==> src/rtl/ctrl_pkg.sv <==
// Shared definitions for the accumulator-processor control unit: opcodes,
// bus select codes, enable bit positions, ALU codes and FSM/decode encodings.
package ctrl_pkg;

    localparam logic [31:0] OP_NOP    = 32'd0;
    localparam logic [31:0] OP_LDAC   = 32'd1;
    localparam logic [31:0] OP_LDIAC  = 32'd2;
    localparam logic [31:0] OP_STAC   = 32'd3;
    localparam logic [31:0] OP_MVACR  = 32'd4;
    localparam logic [31:0] OP_MVACAR = 32'd5;
    localparam logic [31:0] OP_ADD    = 32'd32;
    localparam logic [31:0] OP_SUB    = 32'd33;
    localparam logic [31:0] OP_MULT   = 32'd34;
    localparam logic [31:0] OP_LSHIFT = 32'd35;
    localparam logic [31:0] OP_INAC   = 32'd36;
    localparam logic [31:0] OP_CLAC   = 32'd37;
    localparam logic [31:0] OP_JPNZ   = 32'd40;
    localparam logic [31:0] OP_JMPZ   = 32'd41;
    localparam logic [31:0] OP_END    = 32'd63;

    localparam logic [4:0] SEL_NONE = 5'd0;
    localparam logic [4:0] SEL_PC   = 5'd1;
    localparam logic [4:0] SEL_IR   = 5'd4;
    localparam logic [4:0] SEL_AC   = 5'd5;
    localparam logic [4:0] SEL_R    = 5'd6;
    localparam logic [4:0] SEL_DM   = 5'd12;
    localparam logic [4:0] SEL_IM   = 5'd13;
    localparam logic [4:0] SEL_R1   = 5'd16;

    localparam int EN_PC  = 1;
    localparam int EN_AR  = 2;
    localparam int EN_IR  = 3;
    localparam int EN_AC  = 4;
    localparam int EN_R   = 5;
    localparam int EN_DM  = 6;
    localparam int EN_IM  = 7;
    localparam int EN_ALU = 8;
    localparam int EN_R1  = 9;

    localparam logic [2:0] ALU_PASS   = 3'd0;
    localparam logic [2:0] ALU_ADD    = 3'd1;
    localparam logic [2:0] ALU_SUB    = 3'd2;
    localparam logic [2:0] ALU_MULT   = 3'd3;
    localparam logic [2:0] ALU_LSHIFT = 3'd4;

    typedef enum logic [2:0] {
        S_IDLE, S_START, S_FETCH, S_DECODE, S_EXEC1, S_EXEC2, S_HALT
    } state_e;

    typedef enum logic [3:0] {
        CLS_NOP, CLS_LDAC, CLS_LDIAC, CLS_STAC, CLS_MVACR, CLS_MVACAR,
        CLS_MVACRK, CLS_MVRKAC, CLS_ALU, CLS_INAC, CLS_CLAC,
        CLS_JPNZ, CLS_JMPZ, CLS_END
    } op_class_e;

endpackage

==> src/rtl/ctrl_opdecode.sv <==
// Combinational opcode decoder: class, GPR index (k-1), ALU op and legality.
// Rk forms are only legal for k <= NUM_GPR.
module ctrl_opdecode
    import ctrl_pkg::*;
#(
    parameter int NUM_GPR = 4,
    parameter int OPC_W   = 6
) (
    input  logic [OPC_W-1:0] opcode_i,
    output op_class_e        cls_o,
    output logic [2:0]       gpr_o,
    output logic [2:0]       alu_op_o,
    output logic             legal_o
);

    logic [31:0] op_ext;
    assign op_ext = 32'(opcode_i);

    always_comb begin
        cls_o    = CLS_NOP;
        gpr_o    = op_ext[2:0];
        alu_op_o = ALU_PASS;
        legal_o  = 1'b1;
        case (op_ext)
            OP_NOP:    cls_o = CLS_NOP;
            OP_LDAC:   cls_o = CLS_LDAC;
            OP_LDIAC:  cls_o = CLS_LDIAC;
            OP_STAC:   cls_o = CLS_STAC;
            OP_MVACR:  cls_o = CLS_MVACR;
            OP_MVACAR: cls_o = CLS_MVACAR;
            OP_ADD:    begin cls_o = CLS_ALU; alu_op_o = ALU_ADD;    end
            OP_SUB:    begin cls_o = CLS_ALU; alu_op_o = ALU_SUB;    end
            OP_MULT:   begin cls_o = CLS_ALU; alu_op_o = ALU_MULT;   end
            OP_LSHIFT: begin cls_o = CLS_ALU; alu_op_o = ALU_LSHIFT; end
            OP_INAC:   cls_o = CLS_INAC;
            OP_CLAC:   cls_o = CLS_CLAC;
            OP_JPNZ:   cls_o = CLS_JPNZ;
            OP_JMPZ:   cls_o = CLS_JMPZ;
            OP_END:    cls_o = CLS_END;
            default: begin
                // 8..15 are MVACRk, 16..23 are MVRkAC; low 3 bits hold k-1
                if (op_ext[31:3] == 29'd1 && 32'(op_ext[2:0]) < NUM_GPR)
                    cls_o = CLS_MVACRK;
                else if (op_ext[31:3] == 29'd2 && 32'(op_ext[2:0]) < NUM_GPR)
                    cls_o = CLS_MVRKAC;
                else
                    legal_o = 1'b0;
            end
        endcase
    end

endmodule

==> src/rtl/control_seq.sv <==
// Control unit FSM for the accumulator processor: fetch/decode/execute
// sequencing with memory ready handshake, illegal-opcode trap and retire counter.
//
// state  | meaning
// IDLE   | after reset, waiting for start
// START  | clear PC and AR
// FETCH  | IM -> IR, PC++ once mem_ready
// DECODE | latch opcode class, trap illegal opcodes
// EXEC1  | first (usually only) execute cycle
// EXEC2  | DM -> AC for LDAC/LDIAC
// HALT   | stopped after END or trap, waiting for start
module control_seq
    import ctrl_pkg::*;
#(
    parameter int  NUM_GPR = 4,
    parameter int  OPC_W   = 6,
    parameter int  CNT_W   = 16,
    localparam int EN_W    = 9 + NUM_GPR
) (
    input  logic             clk,
    input  logic             rst,
    input  logic             start,
    input  logic [OPC_W-1:0] instruction,
    input  logic             z,
    input  logic             mem_ready,
    output logic [4:0]       read_en,
    output logic [EN_W-1:0]  write_en,
    output logic [EN_W-1:0]  inc_en,
    output logic [EN_W-1:0]  clr_en,
    output logic [2:0]       alu_op,
    output logic             busy,
    output logic             end_process,
    output logic             illegal_op,
    output logic [CNT_W-1:0] instr_count
);

    localparam logic [EN_W-1:0] EN_ONE = EN_W'(1);

    state_e           state_q, state_d;
    op_class_e        cls_q, cls_d;
    logic [2:0]       gpr_q, gpr_d;
    logic [2:0]       alu_q, alu_d;
    logic             illegal_q, illegal_d;
    logic [CNT_W-1:0] cnt_q, cnt_d;
    logic             retire;

    op_class_e  dec_cls;
    logic [2:0] dec_gpr;
    logic [2:0] dec_alu;
    logic       dec_legal;

    ctrl_opdecode #(
        .NUM_GPR (NUM_GPR),
        .OPC_W   (OPC_W)
    ) u_opdecode (
        .opcode_i (instruction),
        .cls_o    (dec_cls),
        .gpr_o    (dec_gpr),
        .alu_op_o (dec_alu),
        .legal_o  (dec_legal)
    );

    always_ff @(posedge clk) begin
        if (rst) begin
            state_q   <= S_IDLE;
            cls_q     <= CLS_NOP;
            gpr_q     <= '0;
            alu_q     <= ALU_PASS;
            illegal_q <= 1'b0;
            cnt_q     <= '0;
        end else begin
            state_q   <= state_d;
            cls_q     <= cls_d;
            gpr_q     <= gpr_d;
            alu_q     <= alu_d;
            illegal_q <= illegal_d;
            cnt_q     <= cnt_d;
        end
    end

    always_comb begin
        state_d     = state_q;
        cls_d       = cls_q;
        gpr_d       = gpr_q;
        alu_d       = alu_q;
        illegal_d   = illegal_q;
        retire      = 1'b0;
        read_en     = SEL_NONE;
        write_en    = '0;
        inc_en      = '0;
        clr_en      = '0;
        alu_op      = ALU_PASS;
        busy        = 1'b1;
        end_process = 1'b0;
        case (state_q)
            S_IDLE: begin
                busy = 1'b0;
                if (start) state_d = S_START;
            end
            S_START: begin
                clr_en[EN_PC] = 1'b1;
                clr_en[EN_AR] = 1'b1;
                state_d       = S_FETCH;
            end
            S_FETCH: begin
                read_en = SEL_IM;
                if (mem_ready) begin
                    write_en[EN_IR] = 1'b1;
                    inc_en[EN_PC]   = 1'b1;
                    state_d         = S_DECODE;
                end
            end
            S_DECODE: begin
                cls_d = dec_cls;
                gpr_d = dec_gpr;
                alu_d = dec_alu;
                if (dec_legal) begin
                    state_d = S_EXEC1;
                end else begin
                    illegal_d = 1'b1;
                    state_d   = S_HALT;
                end
            end
            S_EXEC1: begin
                state_d = S_FETCH;
                retire  = 1'b1;
                case (cls_q)
                    CLS_LDAC, CLS_LDIAC: begin
                        read_en         = (cls_q == CLS_LDAC) ? SEL_AC : SEL_IR;
                        write_en[EN_AR] = 1'b1;
                        state_d         = S_EXEC2;
                        retire          = 1'b0;
                    end
                    CLS_STAC: begin
                        read_en = SEL_AC;
                        if (mem_ready) begin
                            write_en[EN_DM] = 1'b1;
                        end else begin
                            state_d = S_EXEC1;
                            retire  = 1'b0;
                        end
                    end
                    CLS_MVACR: begin
                        read_en        = SEL_AC;
                        write_en[EN_R] = 1'b1;
                    end
                    CLS_MVACAR: begin
                        read_en         = SEL_AC;
                        write_en[EN_AR] = 1'b1;
                    end
                    CLS_MVACRK: begin
                        read_en  = SEL_AC;
                        write_en = EN_ONE << (EN_R1 + 32'(gpr_q));
                    end
                    CLS_MVRKAC: begin
                        read_en         = SEL_R1 + {2'b00, gpr_q};
                        write_en[EN_AC] = 1'b1;
                    end
                    CLS_ALU: begin
                        write_en[EN_ALU] = 1'b1;
                        alu_op           = alu_q;
                    end
                    CLS_INAC: inc_en[EN_AC] = 1'b1;
                    CLS_CLAC: clr_en[EN_AC] = 1'b1;
                    CLS_JPNZ, CLS_JMPZ: begin
                        if ((cls_q == CLS_JPNZ) ? !z : z) begin
                            read_en         = SEL_IR;
                            write_en[EN_PC] = 1'b1;
                        end
                    end
                    CLS_END: state_d = S_HALT;
                    default: ;
                endcase
            end
            S_EXEC2: begin
                read_en = SEL_DM;
                if (mem_ready) begin
                    write_en[EN_AC] = 1'b1;
                    state_d         = S_FETCH;
                    retire          = 1'b1;
                end
            end
            S_HALT: begin
                busy        = 1'b0;
                end_process = 1'b1;
                if (start) begin
                    state_d   = S_START;
                    illegal_d = 1'b0;
                end
            end
            default: state_d = S_IDLE;
        endcase
    end

    always_comb begin
        cnt_d = cnt_q;
        if (retire && cnt_q != {CNT_W{1'b1}}) cnt_d = cnt_q + 1'b1;
    end

    assign illegal_op  = illegal_q;
    assign instr_count = cnt_q;

endmodule

==> config.mk <==
export PLATFORM = sky130hd
export DESIGN_NAME = control_seq
export DESIGN_NICKNAME = d
export VERILOG_FILES = /design/src/rtl/ctrl_pkg.sv /design/src/rtl/ctrl_opdecode.sv /design/src/rtl/control_seq.sv
export SDC_FILE = /design/constraint.sdc
export NUM_CORES = 1
export LEC_CHECK = 0
export ABC_AREA = 1
export CORE_MARGIN = 4
export CORE_UTILIZATION = 48
export DETAILED_ROUTE_END_ITERATION = 6
export MAX_ROUTING_LAYER = met4
export PLACE_DENSITY = 0.78
export SYNTH_ARGS = -nofsm -noshare
export SYNTH_HDL_FRONTEND = slang
export SYNTH_HIERARCHICAL = 1
export SYNTH_SLANG_ARGS = --single-unit
==> constraint.sdc <==
create_clock -name clk -period 4.8 [get_ports clk]
set_clock_uncertainty 0.15 [all_clocks]
set_input_delay 0.96 -clock clk [delete_from_list [all_inputs] [get_ports clk]]
set_output_delay 0.96 -clock clk [all_outputs]
set_load 0.1 [all_outputs]
# Word-level counts from Yosys, hierarchy flattened
# Cells that the tools add are included.
# word_totals
in_bits,11
latch_bits,0
n_memories,0
mem_bits_ro,0
ram_bits,0
output_inout_bits,66
reg_bits,30
word_cells,118
# op_classes
multipliers,0
magnitude_cmp,1
shift,1
addsub,3
bitwise,0
n_div,0
n_eq_ne,41
n_reduce_logical,16
n_mux,50
# ops
operator,count
$eq 6x6->1 const B,9
$pmux 4 s12,1
$logic_not 32->1,1
$mux 3,9
$eq 4x4->1 const B,6
$pmux 1 s2,11
$pmux 5 s4,1
$mux 1,19
$pmux 3 s6,1
$add 16x1->16 const B,1
$eq 4x3->1 const B,4
$ne 16x16->1 const B,1
$pmux 5 s3,1
$reduce_or 15->1,1
$shl 1x5->13 const A,1
$eq 6x2->1 const B,2
$eq 6x3->1 const B,2
$pmux 3 s4,1
$eq 3x2->1 const B,3
$eq 3x3->1 const B,3
$pmux 3 s3,1
$eq 4x2->1 const B,2
$mux 4,2
$mux 8,1
17 further kinds,28

# Depth between registers and ports, before layout
# depth
ltp_word,7
depth_mapped,11
depth_no_buf,11

# Modules after synthesis
# Netlist, hierarchy kept.
# by_module_without_submodules
module,cells_per_inst,area_per_inst_um2,seq_area_each_um2,instances
control_seq,342,2253.4,600.6,1
ctrl_opdecode,54,291.5,0.0,1

# Worst setup path before layout
# OpenSTA, ideal clock, no wires.
# synth_timing
kind,in2out
from,in mem_ready
to,out write_en[6]
cell_stages,2
arrival_ns,3.928
slack_ns,-0.238
required_time_ns,3.690
path_buffers,0
cell_sequence,inv_1 > nor4_1
# synth_via
elab_chain_cells,3
# synth_lines
element,line,source
"start, declared",control_seq.sv:25,"input logic mem_ready,"
$mux 1,control_seq.sv:136,if (mem_ready) begin
$pmux 1 s2,control_seq.sv:127,case (cls_q)
$mux 8,control_seq.sv:95,case (state_q)
"end, declared",control_seq.sv:27,"output logic [EN_W-1:0] write_en,"
# No other way between the ends.

# Final worst setup path
# layout_timing
from,reg cls_q[2]
to,out write_en[11]
# layout_via
elab_chain_cells,3
# layout_lines
element,line,source
"start, declared",control_seq.sv:40,"op_class_e cls_q, cls_d;"
"start signal, assigned",control_seq.sv:73,cls_q <= cls_d;
$eq 4x3->1,control_seq.sv:127,
$mux 4,control_seq.sv:127,
$mux 8,control_seq.sv:95,
# No other way between the ends.

==> metrics.cfg <==
[routing]
drt_first_pass_iters = 4
drc = 0
via_per_inst = 4.93
vias = 2542
wl_um = 5980
route.antenna.remaining_nets = 0
drt_iter0_markers = 92
routedWlPerCell_um = 11.6

[finish]
nFillCells = 509
diodes = 0
final_net_count = 461
syn_to_final_growth_pct = 21.2
layout-drive-gt1-share_pct = 14.6
multiInputGateArea_um2 = 1640
regArea_um2 = 601

[logic_synthesis]
seq_area_frac_synth_pct = 23.6
post-synth-top-count-cell = nand2_1
synth_top_cell_by_area = dfxtp_1
synthDistinctLibCells = 30
synth-adder-area-share_pct = 1.97
synth-compound-area-share_pct = 10.9
synth_top_area_share_pct = 23.6
synth_top_family_by_area = simple AND/OR/NAND/NOR gates
syn_inst = 396
yosys.area_share.simple_pct = 45.2
yosys.area_share.xor_xnor_pct = 2.75
synthMuxAreaShare_pct = 0
ys_async_sr_fraction_pct = 0
synth-edff-count = 0
ys_warn_count = 6
synthFlopType = dfxtp_1
netlist_top_cells_area = dfxtp_1 24%, nand2_1 13%, nor2_1 8.3%
netlist_area_um2 = 2540
syn_avg_cell_area_um2 = 6.43
ys_ff_latch = 30
yosys-top-cells-count = 89 x nand2_1, 56 x nor2_1, 34 x inv_1

[timing]
period_needed_ns = 3.90
worst_slew_pin_slew_ns = 0.994
rsz0062_at_grt = no
period_share_pct = 81.2
drv_slew = 0
fin_ws_ns = 0.901
tns_ns = 0
maxSlewHeadroom_pct = 33.5
hold_viol = 0
fmax_ghz = 0.256
setup_viol = 0

[setup_path]
crit_path_max_incr_delay_ns = 1.18
r2r-end = instr_count[14]
setup.worst_path.end = write_en[11]
required_ns = 3.69
cp-end-kind = primary output
cp_common_cell = inv_1
crit_fanout = 5
startpoint = cls_q[2]
worstPathCellList = inv_1 -> nor2_1 -> nand2_1 -> nor3_4 -> inv_1 -> nor4_2 -> clkdlybuf4s50_1
slowest_stage = clkdlybuf4s50_1
cp-start-kind = register
cp.arrival_ns = 2.79
r2r_slack_ns = 2.91
crit_type = register to primary output
r2r_cells = 8
reg2reg_from = instr_count[0]

[global_route]
grt_pass1_vias = 2185
track_usage_pct = 18.6
grt_max_degree = 19
grt.overflow.total = 0
antenna_found_initial = 0
grt_pass1_wl_um = 9670

[floorplan]
ios = 77
die_y_um = 80.8
core_um2 = 5110
dieArea_um2 = 6530
rows = 26
initial_core_util_pct = 49.8
die_x_um = 80.8

[cts]
clock_sinks = 30
cts_resized = 0
clk_pin_slew_ns = 0.06
postCtsSetupBuffers = 0
cts_hold_buf = 0
cts_buffers = 5
cts_tree = yes
clock_latency_ns = 0.28
htreeDepth = 2
cts-root-buf = clkbuf_8
cts_buffer_depth = 2

[power_and_ir_drop]
power.leakage_nw = 1.24
ir_drop_v = 0.000313
p_per_area_nw_per_um2 = 367

[place]
io_buffer_count = 54
gp_congestion = 0.931
post-place-ws_ns = 1.20
dp_hpwl_um = 4710

[run]
cap_viol_max_count = 0

[status]
outcome = complete, no violations

[hold_path]
hold_path.class = register to register

## state kept, by name (all words and copies together), names as in the netlist
name,flops
alu_q,3
instr_count,16
state_q,3
illegal_op,1
gpr_q,3
cls_q,4
## critical path, delay by kind of cell (launching register included)
family                 cells  cell delay (ns)
buffers and inverters      3             1.37
DFF                        1             0.41
and+or+nand+nor            4             0.73
## routing by layer
layer / wire, um / GRT usage, % / share of wire [%]
met1: 2730 / 24.5 / 46
met2: 2760 / 29.1 / 46
met3: 427 / 3.44 / 7.1
met4: 63 / 5.57 / 1.1
met5: 0 / - / 0
## cell families (layout without fill, tap and decap cells)
family | after synthesis | after routing
xor gates and xnor gates | 8 | 8
buffers and inverters | 71 | 100
DFF | 30 | 30
adders and majority gates | 4 | 4
AOI/OAI and AO/OA | 48 | 48
and+or+nand+nor | 234 | 234
other | 1 | 22
## area by class of cell
cell class                      count  area share [%]
Tap cell                           70            2.84
Clock inverter                      2           0.325
Clock buffer                        5            2.23
Sequential cell                    30            19.5
Inverter                           39            4.79
Timing Repair Buffer               54            17.0
Multi-Input combinational cell    316            53.3
## through the flow
stage                     area (um^2)  std cells  power (mW)  hold slack (ns)  util, %
after detailed placement         3010        509       0.944            0.298     58.8
after floorplan                  2640        417       0.855            0.280        -
after global routing             3080        516        1.19            0.317     60.4
after CTS                        3080        516        1.14            0.306     60.4
after global placement           3010        509       0.937            0.293     58.8
final                            3080        516        1.13            0.306     60.4
## report_power, final
part | switching [mW] | internal [mW]
clock network | 0.0930 | 0.0970
logic | 0.504 | 0.125
registers | 0.0321 | 0.279
## cells in the final DEF, fill, tap and decap left out
cell type	synthesis	routed
nor4_1	6	4
nand3b_1	4	4
conb_1	1	22
nor2_4	4	4
nor3_4	3	3
a21oi_2	10	10
nor2_2	5	5
clkinv_2	1	3
a21oi_1	19	19
nand3_2	6	6
ha_1	4	4
nand3_1	32	32
nand2_1	89	89
nor3_1	7	7
clkbuf_8	0	5
buf_4	26	6
o21ai_1	2	2
nand2_4	2	2
inv_2	4	4
and2_1	1	1
nand4_1	4	4
inv_1	34	34
nor4_2	0	2
nand2_2	14	14
o21ai_0	17	17
clkdlybuf4s50_1	0	48
nor2_1	56	56
xor2_1	8	8
dfxtp_1	30	30
nand3_4	1	1
## worst min-delay path by stage
stage,from,to,slack [ns],depth (start not counted)
floorplan,alu_q[0],alu_q[0],0.28,2
global placement,alu_q[0],alu_q[0],0.29,2
detailed placement,alu_q[1],alu_q[1],0.30,2
CTS,alu_q[1],alu_q[1],0.31,2
global route,alu_q[1],alu_q[1],0.32,2
finish,alu_q[1],alu_q[1],0.31,2
No activity file was read; power rests on OpenSTA's default activity.
==> RTL edit 1 (same settings) <==
Reset style: asynchronous (`rst`), changed in one clocked block.
--- a/src/rtl/control_seq.sv
+++ b/src/rtl/control_seq.sv
@@ -61,5 +61,5 @@
     );
 
-    always_ff @(posedge clk) begin
+    always_ff @(posedge clk or posedge rst) begin
         if (rst) begin
             state_q   <= S_IDLE;
Behaviour: differs if rst is asserted again (counterexample within 4 cycles, from zero or initial values and one cycle with rst high); with rst held inactive, the same outputs for 10 cycles.
==> RTL edit 1 against the original RTL <==
Sequential cell count did not move; total power rose by 52%; routed wire length rose by 0.13%; non-clock buffer count rose by 1; cell area rose by 3.2%; setup slack improved by 0.088 ns; synthesized area rose by 0.98%; hold slack improved by 0.011 ns; register-to-register slack got worse by 0.03 ns; critical path type unchanged; largest cell class unchanged; highest routed layer unchanged.
==> RTL edit 1: results (changes against the original RTL) <==
status: completed (unchanged)
Worst R2R End: state_q[1]$_DFFE_PP0P_ (was instr_count[14]$_SDFFE_PP0P_)
FF-to-FF Start: state_q[0]$_DFFE_PP0P_ (was instr_count[0]$_SDFFE_PP0P_)
worst hold slack: 0.317 ns (was 0.306 ns)
worst reg2reg setup slack: 2.88 ns (was 2.91 ns)
area fraction in compound gates after synthesis: 4.97% (was 10.9%)
Layout Nets: 452 (was 461)
total number of vias: 2485 (was 2542)
internal power: 745 uW (was 501 uW)
first-pass GRT wire length: 10200 um (was 9670 um)
Cells after DPL: 500 (was 509)
Hold Path Sink: illegal_op$_DFFE_PP0P_ (was alu_q[1]$_SDFFE_PP0N_)
hold_sp: illegal_op$_DFFE_PP0P_ (was alu_q[1]$_SDFFE_PP0N_)
Async SR Flop Fraction: 100% (was 0%)
Adder-Cell Fraction of Synth Area: 1.95% (was 1.97%)
DR iter-0 viols: 150 (was 92)
Main synth FF type: dfrtp_1 (was dfxtp_1)
Post-Synth XOR/XNOR Area: 3.41% (was 2.75%)
sequential element share of the synthesized area: 29.2% (was 23.6%)
P_leak: 1.53 nW (was 1.24 nW)
comb pwr: 1.00 mW (was 629 uW)
final-layout fill cell count: 494 (was 509)
Crit. Startpoint: gpr_q[1]$_DFFE_PP0N_ (was cls_q[2]$_SDFFE_PP0N_)
Synth top cells by count: 117 x nand2_1, 44 x nor2_1, 34 x inv_1, 30 x dfrtp_1, 27 x nand2_2 (was 89 x nand2_1, 56 x nor2_1, 34 x inv_1, 32 x nand3_1, 30 x dfxtp_1)
FF-to-FF path depth: 6 (was 8)
share of cells above drive strength 1: 15.3% (was 14.6%)
Worst Hold Class: register to register (unchanged)
drc violations: 0 (unchanged)
Gate power share: 58.5% (was 55.7%)
number of global-route vias before repair: 2309 (was 2185)
largest net degree at the start of global routing: 31 (was 19)
final cell count without fillers: 508 (was 516)
Synth Warn #: 6 (unchanged)
fmax: 262 MHz (was 256 MHz)
initial antenna violation count: 0 (unchanged)
Worst Path Max Fanout: 5 (unchanged)
P_seq: 387 uW (was 311 uW)
Peak VDD IR: 0.346 mV (was 0.313 mV)
worst-margin pin slew: 0.976 ns (was 0.994 ns)
Post-DP Area: 3040 um2 (was 3010 um2)
max reg flops: 16 (unchanged)
Critical Path End: write_en[8] (was write_en[11])
dpl ws: 1.30 ns (was 1.20 ns)
total track usage: 20.1% (was 18.6%)
top cells by area, synth: dfrtp_1 29%, nand2_1 17%, buf_4 7.6%, nand2_2 6.6%, nor2_1 6.4% (was dfxtp_1 24%, nand2_1 13%, nor2_1 8.3%, buf_4 7.7%, nand3_1 6.3%)
mux cell area share after synthesis: 0% (unchanged)
GPL Wtd Cong: 0.956 (was 0.931)
syn_area_per_cell: 6.69 um2 (was 6.43 um2)
drt total wl: 5990 um (was 5980 um)
dpl hpwl: 4680 um (was 4710 um)
## RTL edit 1: cell type report
| type | instances | area, um2 | share of cell area (%) |
|---|---|---|---|
| multi-input combinational | 305 | 1520 | 47.7 |
| sequential | 30 | 751 | 23.6 |
| timing repair buffer | 55 | 533 | 16.8 |
| inverter | 40 | 150 | 4.72 |
| tap | 70 | 87.6 | 2.75 |
| clock buffer | 6 | 82.6 | 2.60 |
| clock inverter | 2 | 60.1 | 1.89 |
## RTL edit 1: worst max-delay path: stages, from the launching register on
cell and delay, ns:
dfrtp_1 0.41, nand2_1 0.10, inv_1 0.07, ha_1 0.18
nor2_1 0.10, nand2_1 0.12, inv_1 0.10, nand2_1 0.06
o21ai_0 0.14, clkdlybuf4s50_1 1.15
## RTL edit 1: routing by layer
metal	vias to the layer above	share of wire (%)	wire length, um	GRT usage [%]
met5	-	0	0	-
met1	1151	44	2670	23.7
li1	1260	-	-	-
met4	0	1.1	65	5.07
met3	5	4.9	291	3.99
met2	69	50	2970	35.0
==> RTL edit 2 (same flow settings) <==
Made on the original files. `OPC_W` is set to 6 in 2 places; all go to 12.
--- a/src/rtl/ctrl_opdecode.sv
+++ b/src/rtl/ctrl_opdecode.sv
@@ -5,5 +5,5 @@
 #(
     parameter int NUM_GPR = 4,
-    parameter int OPC_W   = 6
+    parameter int OPC_W   = 12
 ) (
     input  logic [OPC_W-1:0] opcode_i,
--- a/src/rtl/control_seq.sv
+++ b/src/rtl/control_seq.sv
@@ -14,5 +14,5 @@
 #(
     parameter int  NUM_GPR = 4,
-    parameter int  OPC_W   = 6,
+    parameter int  OPC_W   = 12,
     parameter int  CNT_W   = 16,
     localparam int EN_W    = 9 + NUM_GPR
Interface: changed (resized instruction); port bits go from 77 to 83. The function was not compared with the original's and may differ.
==> RTL edit 2 against the original RTL <==
First-iteration DRC count is 83% higher; setup slack better by 0.0056 ns; cell area is 9.0% higher; synthesized area is 7.0% higher; critical endpoint unchanged; via count is 11% higher; sequential cell count stayed put; total power is 7.8% higher; routed wire length is 8.4% higher.
==> RTL edit 2: results (changes against the original RTL) <==
Power Density: 362 nW/um2 (was 367 nW/um2)
Layout Nets: 518 (was 461)
Worst R2R End: instr_count[10]$_SDFFE_PP0P_ (was instr_count[14]$_SDFFE_PP0P_)
Peak VDD IR: 0.457 mV (was 0.313 mV)
dpl ws: 1.21 ns (was 1.20 ns)
first-pass GRT wire length: 11000 um (was 9670 um)
port bufs: 60 (was 54)
GPL Wtd Cong: 0.873 (was 0.931)
P_leak: 1.41 nW (was 1.24 nW)
Hold Path Sink: alu_q[2]$_SDFFE_PP0N_ (was alu_q[1]$_SDFFE_PP0N_)
FF-to-FF Start: instr_count[1]$_SDFFE_PP0P_ (was instr_count[0]$_SDFFE_PP0P_)
FF-to-FF path depth: 8 (unchanged)
Worst Path Max Fanout: 9 (was 5)
setup bufs post-CTS: 0 (unchanged)
arrival time worst endpoint: 2.78 ns (was 2.79 ns)
share of cells above drive strength 1: 14.5% (was 14.6%)
Post-DP Area: 3250 um2 (was 3010 um2)
dpl hpwl: 5120 um (was 4710 um)
sequential element share of the synthesized area: 22.0% (was 23.6%)
total track usage: 18.7% (was 18.6%)
worst reg2reg setup slack: 2.92 ns (was 2.91 ns)
DR iter-0 viols: 168 (was 92)
status: completed (unchanged)
total number of vias: 2823 (was 2542)
final-layout fill cell count: 507 (was 509)
worst hold slack: 0.306 ns (about the same)
internal power: 565 uW (was 501 uW)
drt wl/cell: 11.4 um (was 11.6 um)
syn_area_per_cell: 6.19 um2 (was 6.43 um2)
Worst Hold Class: register to register (unchanged)
Cells after DPL: 562 (was 509)
hold_sp: alu_q[2]$_SDFFE_PP0N_ (was alu_q[1]$_SDFFE_PP0N_)
number of global-route vias before repair: 2582 (was 2185)
final cell count without fillers: 570 (was 516)
RTL edit 2: cell types whose count changed after synthesis, sizes merged:
cell,change
a21oi,+1
nor2,+11
nor3,-2
inv,+10
nand3,+2
nand2,+23
and2,-1
RTL edit 2: how the worst max path moves through the flow:
stage,from,end,slack [ns],cells after the start
floorplan,state_q[2]$_SDFFE_PP0P_,clr_en[4],0.05,4
CTS,cls_q[2]$_SDFFE_PP0N_,write_en[11],0.88,7
finish,state_q[2]$_SDFFE_PP0P_,write_en[11],0.91,7
detailed placement,state_q[1]$_SDFFE_PP0P_,write_en[11],1.21,8
global route,cls_q[2]$_SDFFE_PP0N_,write_en[8],0.69,7
global placement,cls_q[2]$_SDFFE_PP0N_,write_en[8],1.27,7
RTL edit 2: power by group through the flow:
stage               combinational [mW]  clock (mW)  sequential, mW
finish                           0.649       0.256           0.313
global route                     0.692       0.268           0.317
CTS                              0.649       0.261           0.312
detailed placement               0.648           0           0.318
global placement                 0.641           0           0.317
floorplan                        0.527           0           0.341
RTL edit 2: kinds of logic (layout without fill, tap and decap cells):
logic type                 count (synthesis)  in the layout  synth area share [%]
and+or+nand+nor                          267            267                  47.3
buffers and inverters                     81            118                  15.8
adders and majority gates                  4              4                  1.84
other                                      1             22                 0.138
AOI/OAI and AO/OA                         49             49                  10.4
DFF                                       30             30                  22.0
xor gates and xnor gates                   8              8                  2.57
RTL edit 2: final cells by class:
type,instances,area share [%]
Inverter,49,5.51
Clock inverter,3,1.19
Tap cell,72,2.68
Multi-Input combinational cell,350,53.1
Clock buffer,5,2.05
Timing Repair Buffer,61,17.6
Sequential cell,30,17.9
RTL edit 2: per-layer routing:
metal,global-route usage [%],wire [um]
met1,23.0,2940
met2,30.5,3050
met3,3.87,384
met4,6.39,119
met5,-,0
